File: src/rtl/pipe_pkg.sv
// Shared pipeline definitions for the RR/EX boundary.
//   DEF_XLEN, DEF_ALUOP_W : default datapath and ALU-op widths
//   ex_ctrl_t             : control bits carried into EX
//   BUBBLE_CTRL           : control value of an inserted bubble (all zero)
//   ex_state_t            : RR/EX stall FSM states
package pipe_pkg;

    localparam int unsigned DEF_XLEN    = 32;
    localparam int unsigned DEF_ALUOP_W = 4;

    typedef struct packed {
        logic reg_we;
        logic mem_re;   // load flag; published as ctrl_l_ex
        logic mem_we;
        logic branch;
        logic ctrl_r;
    } ex_ctrl_t;

    localparam ex_ctrl_t BUBBLE_CTRL = '0;

    typedef enum logic {
        RUN   = 1'b0,
        STALL = 1'b1
    } ex_state_t;

endpackage

File: src/rtl/rr_ex_stage.sv
// RR -> EX pipeline register with load-use stall and branch-flush control.
// Priority per edge: rst > flush_ex > h_lock > normal load.
//   clk, rst (sync, active-high)
//   h_lock      : load-use stall request from the hazard unit
//   flush_ex    : taken branch/jump resolved in EX, kills RR contents
//   *_rr        : fields of the instruction sitting in RR
//   pc_en, if_rr_en, if_rr_flush : combinational upstream controls
//   *_ex        : registered copies of the RR fields (bubble on lock/flush)
//   stall_len   : consecutive stall cycles, saturating at 3
// Optional macro RR_EX_PERF_CNT_EN adds stall_cnt / flush_cnt counters.
module rr_ex_stage
    import pipe_pkg::*;
#(
    parameter int unsigned XLEN    = DEF_XLEN,
    parameter int unsigned ALUOP_W = DEF_ALUOP_W
) (
    input  logic               clk,
    input  logic               rst,
    input  logic               h_lock,
    input  logic               flush_ex,
    input  logic               valid_rr,
    input  logic [XLEN-1:0]    pc_rr,
    input  logic [XLEN-1:0]    rs1_data_rr,
    input  logic [XLEN-1:0]    rs2_data_rr,
    input  logic [XLEN-1:0]    imm_rr,
    input  logic [4:0]         rd_rr,
    input  logic [ALUOP_W-1:0] aluop_rr,
    input  logic               reg_we_rr,
    input  logic               mem_re_rr,
    input  logic               mem_we_rr,
    input  logic               branch_rr,
    input  logic               ctrl_r_rr,
    output logic               pc_en,
    output logic               if_rr_en,
    output logic               if_rr_flush,
    output logic               valid_ex,
    output logic [XLEN-1:0]    pc_ex,
    output logic [XLEN-1:0]    rs1_data_ex,
    output logic [XLEN-1:0]    rs2_data_ex,
    output logic [XLEN-1:0]    imm_ex,
    output logic [4:0]         rd_ex,
    output logic [ALUOP_W-1:0] aluop_ex,
    output logic               reg_we_ex,
    output logic               ctrl_l_ex,
    output logic               mem_we_ex,
    output logic               branch_ex,
    output logic               ctrl_r_ex,
`ifdef RR_EX_PERF_CNT_EN
    output logic [31:0]        stall_cnt,
    output logic [31:0]        flush_cnt,
`endif
    output logic [1:0]         stall_len
);

    ex_state_t state_q, state_d;
    logic [1:0] len_d;
    ex_ctrl_t  ctrl_q;
    ex_ctrl_t  ctrl_rr;
    logic      bubble;

    // Invalid RR slots never carry live control into EX.
    always_comb begin
        ctrl_rr = BUBBLE_CTRL;
        if (valid_rr) begin
            ctrl_rr.reg_we = reg_we_rr;
            ctrl_rr.mem_re = mem_re_rr;
            ctrl_rr.mem_we = mem_we_rr;
            ctrl_rr.branch = branch_rr;
            ctrl_rr.ctrl_r = ctrl_r_rr;
        end
    end

    // Upstream enables. Reset also drives flush so IF/RR clears with us.
    always_comb begin
        pc_en       = 1'b1;
        if_rr_en    = 1'b1;
        if_rr_flush = 1'b0;
        if (rst || flush_ex) begin
            if_rr_flush = 1'b1;
        end else if (h_lock) begin
            pc_en    = 1'b0;
            if_rr_en = 1'b0;
        end
    end

    assign bubble = flush_ex | h_lock;

    // Next-state / stall-length logic; stall_len only keeps counting while
    // the FSM was already in STALL, so the first locked cycle always reads 1.
    always_comb begin
        state_d = RUN;
        len_d   = 2'd0;
        if (!flush_ex && h_lock) begin
            state_d = STALL;
            if (state_q == STALL)
                len_d = (stall_len == 2'd3) ? 2'd3 : stall_len + 2'd1;
            else
                len_d = 2'd1;
        end
    end

    always_ff @(posedge clk) begin
        if (rst) begin
            state_q   <= RUN;
            stall_len <= 2'd0;
        end else begin
            state_q   <= state_d;
            stall_len <= len_d;
        end
    end

    // EX register. Bubbles clear only valid/rd/control; data fields hold.
    always_ff @(posedge clk) begin
        if (rst) begin
            valid_ex    <= 1'b0;
            pc_ex       <= '0;
            rs1_data_ex <= '0;
            rs2_data_ex <= '0;
            imm_ex      <= '0;
            rd_ex       <= '0;
            aluop_ex    <= '0;
            ctrl_q      <= BUBBLE_CTRL;
        end else if (bubble) begin
            valid_ex <= 1'b0;
            rd_ex    <= '0;
            ctrl_q   <= BUBBLE_CTRL;
        end else begin
            valid_ex    <= valid_rr;
            pc_ex       <= pc_rr;
            rs1_data_ex <= rs1_data_rr;
            rs2_data_ex <= rs2_data_rr;
            imm_ex      <= imm_rr;
            rd_ex       <= rd_rr;
            aluop_ex    <= aluop_rr;
            ctrl_q      <= ctrl_rr;
        end
    end

    assign reg_we_ex = ctrl_q.reg_we;
    assign ctrl_l_ex = ctrl_q.mem_re;
    assign mem_we_ex = ctrl_q.mem_we;
    assign branch_ex = ctrl_q.branch;
    assign ctrl_r_ex = ctrl_q.ctrl_r;

`ifdef RR_EX_PERF_CNT_EN
    always_ff @(posedge clk) begin
        if (rst) begin
            stall_cnt <= '0;
            flush_cnt <= '0;
        end else begin
            if (h_lock && !flush_ex)
                stall_cnt <= stall_cnt + 32'd1;
            if (flush_ex)
                flush_cnt <= flush_cnt + 32'd1;
        end
    end
`endif

endmodule

File: config.mk
export PLATFORM = sky130hd
export DESIGN_NAME = rr_ex_stage
export DESIGN_NICKNAME = d
export VERILOG_FILES = /design/src/rtl/pipe_pkg.sv /design/src/rtl/rr_ex_stage.sv
export SDC_FILE = /design/constraint.sdc
export NUM_CORES = 1
export LEC_CHECK = 0
export BUFFER_PORTS_ARGS = -buffer_cell sky130_fd_sc_hd__buf_2
export CELL_PAD_IN_SITES_DETAIL_PLACEMENT = 1
export CELL_PAD_IN_SITES_GLOBAL_PLACEMENT = 1
export CORE_MARGIN = 8
export CORE_UTILIZATION = 35
export CTS_CLUSTER_DIAMETER = 40
export DETAILED_ROUTE_END_ITERATION = 7
export PLACE_DENSITY = 0.9
export SLEW_MARGIN = 30
export SYNTH_ARGS = -nofsm -noshare
export SYNTH_HDL_FRONTEND = slang
export SYNTH_SLANG_ARGS = --single-unit
File: constraint.sdc
create_clock -name clk -period 2.7 [get_ports clk]
set_input_delay 0.27 -clock clk [delete_from_list [all_inputs] [get_ports clk]]
set_output_delay 0.27 -clock clk [all_outputs]
set_load 0.02 [all_outputs]
# Word level (Yosys, flattened, before mapping)
# Cells that the tools add are included.
# totals
register_bits	146
wordCells	34
mem_bits_ro	0
ramBits	0
latchBits	0
out_inout_bits	148
n_memories	0
# classes
n_shift	0
magnitude_cmp	0
mul	0
div	0
muxes	6
addsub	1
reduce_logical	7
n_bitwise	4
eq_ne	1
# ops
operator	count
$reduce_or A3 Y1	2
$mux W1	5
$reduce_or A2 Y1	2
$not A1 Y1	3
$add A2 B1 Y2 const B	1
$eq A2 B2 Y1 const B	1
$mux W2	1
$logic_and A1 B1 Y1	1
$logic_not A1 Y1	1
$logic_or A1 B1 Y1	1
$or A1 B1 Y1	1

# Logic depth before layout (Yosys ltp)
# Gate-level depths: netlist of run 1.
# logic_depth
word_depth	4
depth_mapped	4
depth_no_buf	2

# Worst setup path after synthesis of run 1
# Ideal clock, no wire load.
# synth_path
kind	input port to output port
from	in rst
to	out pc_en
required_time_ns	2.430
setup_slack_ns	1.396
arrival_time_ns	1.034
path_buffers	2
path_stages	3
cell_sequence	buf_2 or3b_4 buf_4
# synth_via
elab_chain_len	2
# synth_rtl
item	line	source
from (decl)	rr_ex_stage.sv:18	input logic rst,
$logic_or A1 B1 Y1	rr_ex_stage.sv:78	if (rst || flush_ex) begin
$mux W1	n/a	
to (decl)	rr_ex_stage.sv:33	output logic pc_en,
# Every way passes these cells.

# Worst setup path in the final report of run 1
# layout_path
from	in h_lock
to	out pc_en
# layout_via
elab_chain_len	2
# layout_rtl
item	line	source
from (decl)	rr_ex_stage.sv:19	input logic h_lock,
$mux W1	rr_ex_stage.sv:80	end else if (h_lock) begin
$mux W1	rr_ex_stage.sv:78	
# Every way passes these cells.

==> impl_metrics.py, run 1 <==
metrics = {
    "die": {
        "die_area_mm2": 0.02140,
        "fp.dieW_um": 146.3,
        "core_area_mm2": 0.01658,
        "start_util": 0.3582,
        "rows": 47,
        "io_pins": 295,
        "chipHeight_um": 146.3,
    },
    "grt": {
        "met2_usage": 0.3035,
        "grt_pass1_vias": 5761,
        "use_met1": 0.2050,
        "grt_usage": 0.1832,
        "met3_usage": 0.09023,
        "grt_pass1_wl_um": 31740,
        "top_usage_layer": "met2",
        "grt_overflow": 0,
        "grt_antenna_before_repair": 3,
        "grt_max_degree": 119,
    },
    "clocking": {
        "cts_max_level": 4,
        "path_clk_slew_ns": 0.06,
        "cts_sinks": 146,
        "postCtsSetupRepairBufs": 0,
        "clkLatencyLatePin_ns": 0.41,
        "cts-root-buf": "clkbuf_16",
        "cts_tree": "built",
        "cts_buffers": 17,
        "hold_buffers": 0,
        "post_cts_resize_count": 0,
        "cts_max_path_buffers": 2,
    },
    "critical_path": {
        "slowest_delay_ns": 0.53,
        "cp.required_ns": 2.43,
        "worstPathMaxFanout": 118,
        "slowest_stage": "buf_6",
        "worstSetupEndpointType": "output pin",
        "crit_arrival_ns": 1.50,
        "crit_chain": "buf_6 > or3b_4 > buf_2",
        "path_class": "in -> out",
        "start_kind": "input pin",
    },
    "timing": {
        "setup_tns_ns": 0,
        "relSlewSlack": 0.5130,
        "timing.final.max_slew_violations": 0,
        "fin_worst_skew_ns": 0.001348,
        "rsz0062_at_grt": "false",
        "hold_violations": 0,
        "finalSetupViolations": 0,
        "post-route-period-util": 0.6557,
        "worst_slew_pin_slew_ns": 0.7305,
        "max_freq_mhz": 564.9,
        "min_period_ns": 1.770,
    },
    "route": {
        "vias_per_cell": 5.074,
        "route.vias.total": 5663,
        "wl_um": 20440,
        "drc": 0,
        "drtPass1Iterations": 4,
        "initialDrtViolationCount": 197,
        "wl_per_cell_um": 18.31,
        "ant_nets": 0,
    },
    "yosys": {
        "syn_nets": 782,
        "synth_top_area_share": 0.4920,
        "postSynthCellCount": 635,
        "synth_top_area_cell": "dfxtp_1",
        "ys_warn_count": 0,
        "synth_area_per_cell_um2": 9.355,
        "ys_types": 18,
        "synthTopCellsByArea": "dfxtp_1 (49%), or3b_1 (18%), a21oi_1 (11%), o21ai_0 (8.3%), o21ai_1 (2.9%)",
        "ys.flop_type": "dfxtp_1",
        "ys_seq_area_frac": 0.4920,
        "synthTopCellsByCount": "dfxtp_1 (146), a21oi_1 (132), or3b_1 (119), o21ai_0 (98), clkbuf_1 (42)",
        "syn-cell-area_mm2": 0.005941,
        "synth-seq-cells": 146,
        "synth_edf_count": 0,
        "synthArstFlopShare": 0,
        "synth_most_common_cell": "dfxtp_1",
    },
    "job": {
        "maxCapViolCount": 0,
    },
    "power_and_ir_drop": {
        "p_clk_frac": 0.435,
        "p_total_uw": 5205,
        "comb_power_share": 0.125,
        "intPower_uw": 3871,
        "power_frac_seq": 0.440,
        "power_density_mw_per_mm2": 653.9,
        "switchingPower_uw": 1334,
        "total_leakage_power_uw": 0.003539,
        "vdd_ir_drop_max_uv": 387.9,
        "p_sw_frac": 0.2563,
    },
    "place": {
        "gp_congestion": 0.7587,
        "place_hpwl_um": 14680,
        "port-buffer-count": 294,
    },
    "min_path": {
        "hp-class": "in -> reg",
    },
    "cells_and_area": {
        "fillers": 2043,
        "area_delta_synth_final_pct": 33.99,
        "drive_gt1_frac": 0.3899,
        "seq_area_mm2": 0.002923,
        "multi_input_area_mm2": 0.002601,
        "nets": 1032,
    },
    "status": {
        "run_status": "completed",
    },
}
[final cells by class]
cell class	instances	area share
Timing Repair Buffer	305	0.2003
Clock inverter	10	0.01430
Inverter	2	0.0009431
Clock buffer	19	0.05564
Sequential cell	146	0.3672
Antenna cell	1	0.0003144
Tap cell	220	0.03458
Multi-Input combinational cell	413	0.3268
[routing by layer]
layer / routed length (um) / vias to the layer above
li1: - / 2776
met1: 8399 / 2667
met2: 9869 / 204
met3: 1965 / 12
met4: 179 / 4
met5: 22 / -
[worst max-delay path, delay by kind of cell]
kind	cells	cell delay, ns
buf+inv	2	0.71
simple gates	1	0.49
[through the flow]
step / instance area, um^2 / std cells / util / worst slack (ns) / hold slack [ns]
3_3_place_gp: 7401 / 1086 / 0.4463 / 0.9431 / 0.4254
4_1_cts: 7958 / 1115 / 0.4799 / 0.9372 / 0.03641
5_1_grt: 7960 / 1116 / 0.4800 / 0.8561 / 0.04507
2_1_floorplan: 5941 / 635 / - / 1.396 / 0.3917
6_report: 7960 / 1116 / 0.4800 / 0.9297 / 0.05935
3_5_place_dp: 7401 / 1086 / 0.4463 / 0.8931 / 0.4423
[flip-flops by register name, indices dropped and copies added (netlist names)]
name / flops
imm_ex: 32
branch_ex: 1
valid_ex: 1
rs1_data_ex: 32
rs2_data_ex: 32
state_q: 1
stall_len: 2
aluop_ex: 4
reg_we_ex: 1
ctrl_r_ex: 1
rd_ex: 5
ctrl_l_ex: 1
pc_ex: 32
mem_we_ex: 1
[logic make-up after synthesis]
group | count (synthesis) | synth area share
compound gates | 266 | 0.2243
buf+inv | 76 | 0.07013
flops | 146 | 0.4920
simple gates | 147 | 0.2136
[power by group through the flow]
stage          combinational (uW)  sequential (uW)  clock [uW]
2_1_floorplan                 281             2450           0
3_3_place_gp                  637             2330           0
3_5_place_dp                  654             2340           0
4_1_cts                       656             2290        2330
5_1_grt                       708             2300        2420
6_report                      648             2290        2260
[final timing paths]
check,from,end,slack [ns],cells after the start
max,h_lock,pc_en,0.93,3
min,rd_rr[0],rd_ex[0],0.06,2
max reg2reg,pc_ex[11],pc_ex[11],1.97,2
min reg2reg,state_q,stall_len[0],0.46,1
[placed cells by master (no fill, tap or decap), drive strengths merged]
cell | netlist | final
nor2 | 1 | 1
a31oi | 1 | 1
nor3 | 1 | 1
o21ai | 133 | 133
clkinvlp | 0 | 1
a21oi | 132 | 132
clkinv | 0 | 7
or2 | 1 | 1
inv | 2 | 2
buf | 32 | 305
clkbuf | 42 | 19
and2 | 10 | 10
or3b | 133 | 133
diode | 0 | 1
nor4b | 1 | 1
dfxtp | 146 | 146
bufinv | 0 | 2
(Power assumes the default switching activity.)
==> inputs of run 2 (changes only) <==
- CORE_UTILIZATION: 35 -> 30
- PLACE_DENSITY: 0.9 -> 0.83
- clock period: 2.7 -> 1.6 ns (I/O delays scaled with it)
==> impl_metrics.py, run 2 (synthesized netlist as in run 1, its figures left out) <==
metrics = {
    "status": {
        "run_status": "completed",
    },
    "cells_and_area": {
        "drive_gt1_frac": 0.3959,
        "post-route-util": 0.4280,
        "design_area_mm2": 0.008330,
        "most-common-layout-cells": "buf_2 (291), dfxtp_1 (146), a21oi_1 (132)",
        "mostFrequentLayoutCell": "buf_2",
        "nets": 1056,
        "area_delta_synth_final_pct": 40.23,
    },
    "critical_path": {
        "start_kind": "input pin",
        "crit_arrival_ns": 1.04,
        "cp.required_ns": 1.44,
        "r2r-end": "rs2_data_ex[16]",
        "r2r_start": "rs2_data_ex[16]",
        "worstSetupEndpointType": "output pin",
        "path_class": "in -> out",
        "reg2reg_slack_ns": 0.84,
        "ff2ff_path_depth": 2,
        "worstPathMaxFanout": 42,
    },
    "die": {
        "start_util": 0.3052,
        "fp.dieW_um": 156.7,
        "die_area_mm2": 0.02456,
        "chipHeight_um": 156.7,
        "rows": 51,
        "io_pins": 295,
        "core_area_mm2": 0.01946,
    },
    "clocking": {
        "cts_sinks": 146,
        "cts-root-buf": "clkbuf_16",
        "cts_max_level": 4,
        "clkLatencyLatePin_ns": 0.40,
        "path_clk_slew_ns": 0.06,
        "postCtsSetupRepairBufs": 0,
        "cts_buffers": 17,
        "cts_max_path_buffers": 2,
        "cts_tree": "built",
    },
    "place": {
        "post_dp_cell_area_mm2": 0.007612,
        "post-place-ws_ns": 0.2288,
        "place_hpwl_um": 15390,
        "gp_congestion": 0.7732,
        "port-buffer-count": 294,
    },
    "power_and_ir_drop": {
        "p_total_uw": 9236,
        "total_leakage_power_uw": 0.003694,
        "power_density_mw_per_mm2": 1109,
        "vdd_ir_drop_max_uv": 650.9,
    },
    "min_path": {
        "worstHoldEndpoint": "valid_ex",
        "hp-class": "in -> reg",
        "min_path_cells": 2,
        "hold_path_startpoint": "valid_rr",
    },
    "route": {
        "route.vias.total": 5811,
        "drtPass1Iterations": 4,
        "drc": 0,
        "initialDrtViolationCount": 156,
        "wl_per_cell_um": 17.66,
        "ant_nets": 0,
        "vias_per_cell": 4.891,
        "wl_um": 20980,
    },
    "job": {
        "maxCapViolCount": 0,
    },
    "timing": {
        "fin_worst_skew_ns": 0.006646,
        "timing.final.max_slew_violations": 0,
        "max_freq_mhz": 834.1,
        "rsz0062_at_grt": "false",
        "post-route-period-util": 0.7493,
        "setup_tns_ns": 0,
        "finalWorstSetupSlack_ns": 0.4011,
        "finalSetupViolations": 0,
        "hold_violations": 0,
        "relSlewSlack": 0.7346,
        "min_period_ns": 1.199,
        "worst_slew_pin_slew_ns": 0.3951,
    },
    "grt": {
        "grt_pass1_wl_um": 32440,
        "grt_antenna_before_repair": 2,
        "grt_max_degree": 79,
        "grt_overflow": 0,
        "grt_pass1_vias": 6161,
        "grt_usage": 0.1653,
    },
}
## run 2: power by group
part | internal [uW] | switching [uW] | total, uW
Sequential | 3800 | 74.9 | 3870
Clock | 2620 | 1590 | 4200
Combinational | 482 | 679 | 1160
Total | 6900 | 2340 | 9240
## run 2: how the worst max path moves through the flow
| stage | from | to | slack [ns] | cells after the start |
|---|---|---|---|---|
| 2_1_floorplan | rst | pc_en | 0.52 | 3 |
| 5_1_grt | flush_ex | if_rr_en | 0.37 | 3 |
| 3_5_place_dp | flush_ex | rs2_data_ex[6] | 0.23 | 5 |
| 3_3_place_gp | flush_ex | rs2_data_ex[7] | 0.31 | 5 |
| 4_1_cts | flush_ex | if_rr_en | 0.38 | 3 |
| 6_report | flush_ex | if_rr_en | 0.40 | 3 |
## run 2: what timing repair did
item                                   in CTS  in global routing
endpoints found under the hold margin      10                  0
hold buffers                               10                  0
gates resized for setup                     0                  0
## run 2: worst max-delay path, stage by stage
cell and delay [ns]:
buf_6 0.20, or3b_4 0.49, buf_2 0.18
## run 2: per-layer routing
metal | up-vias | wire (um) | track usage
met5 | - | 10 | 0
met2 | 216 | 9985 | 0.2798
met3 | 17 | 2074 | 0.07363
met4 | 2 | 248 | 0.04622
met1 | 2737 | 8662 | 0.1846
li1 | 2839 | - | -
## run 2: through the flow
stage	hold WS [ns]	instances
floorplan	0.2817	635
global placement	0.3598	1145
detailed placement	0.3634	1145
CTS	0.01857	1187
global route	0.01888	1188
finish	0.04109	1188
## run 2: area by class of cell
| cell class | count | area [um^2] |
|---|---|---|
| well taps | 265 | 331.6 |
| clock buffers | 19 | 432.9 |
| flip-flops and latches | 146 | 2923 |
| repair buffers | 329 | 1849 |
| inverters | 2 | 7.507 |
| clock inverters | 13 | 182.7 |
| diodes | 1 | 2.502 |
| multi-input cells | 413 | 2601 |
| fillers | 2337 | 11130 |
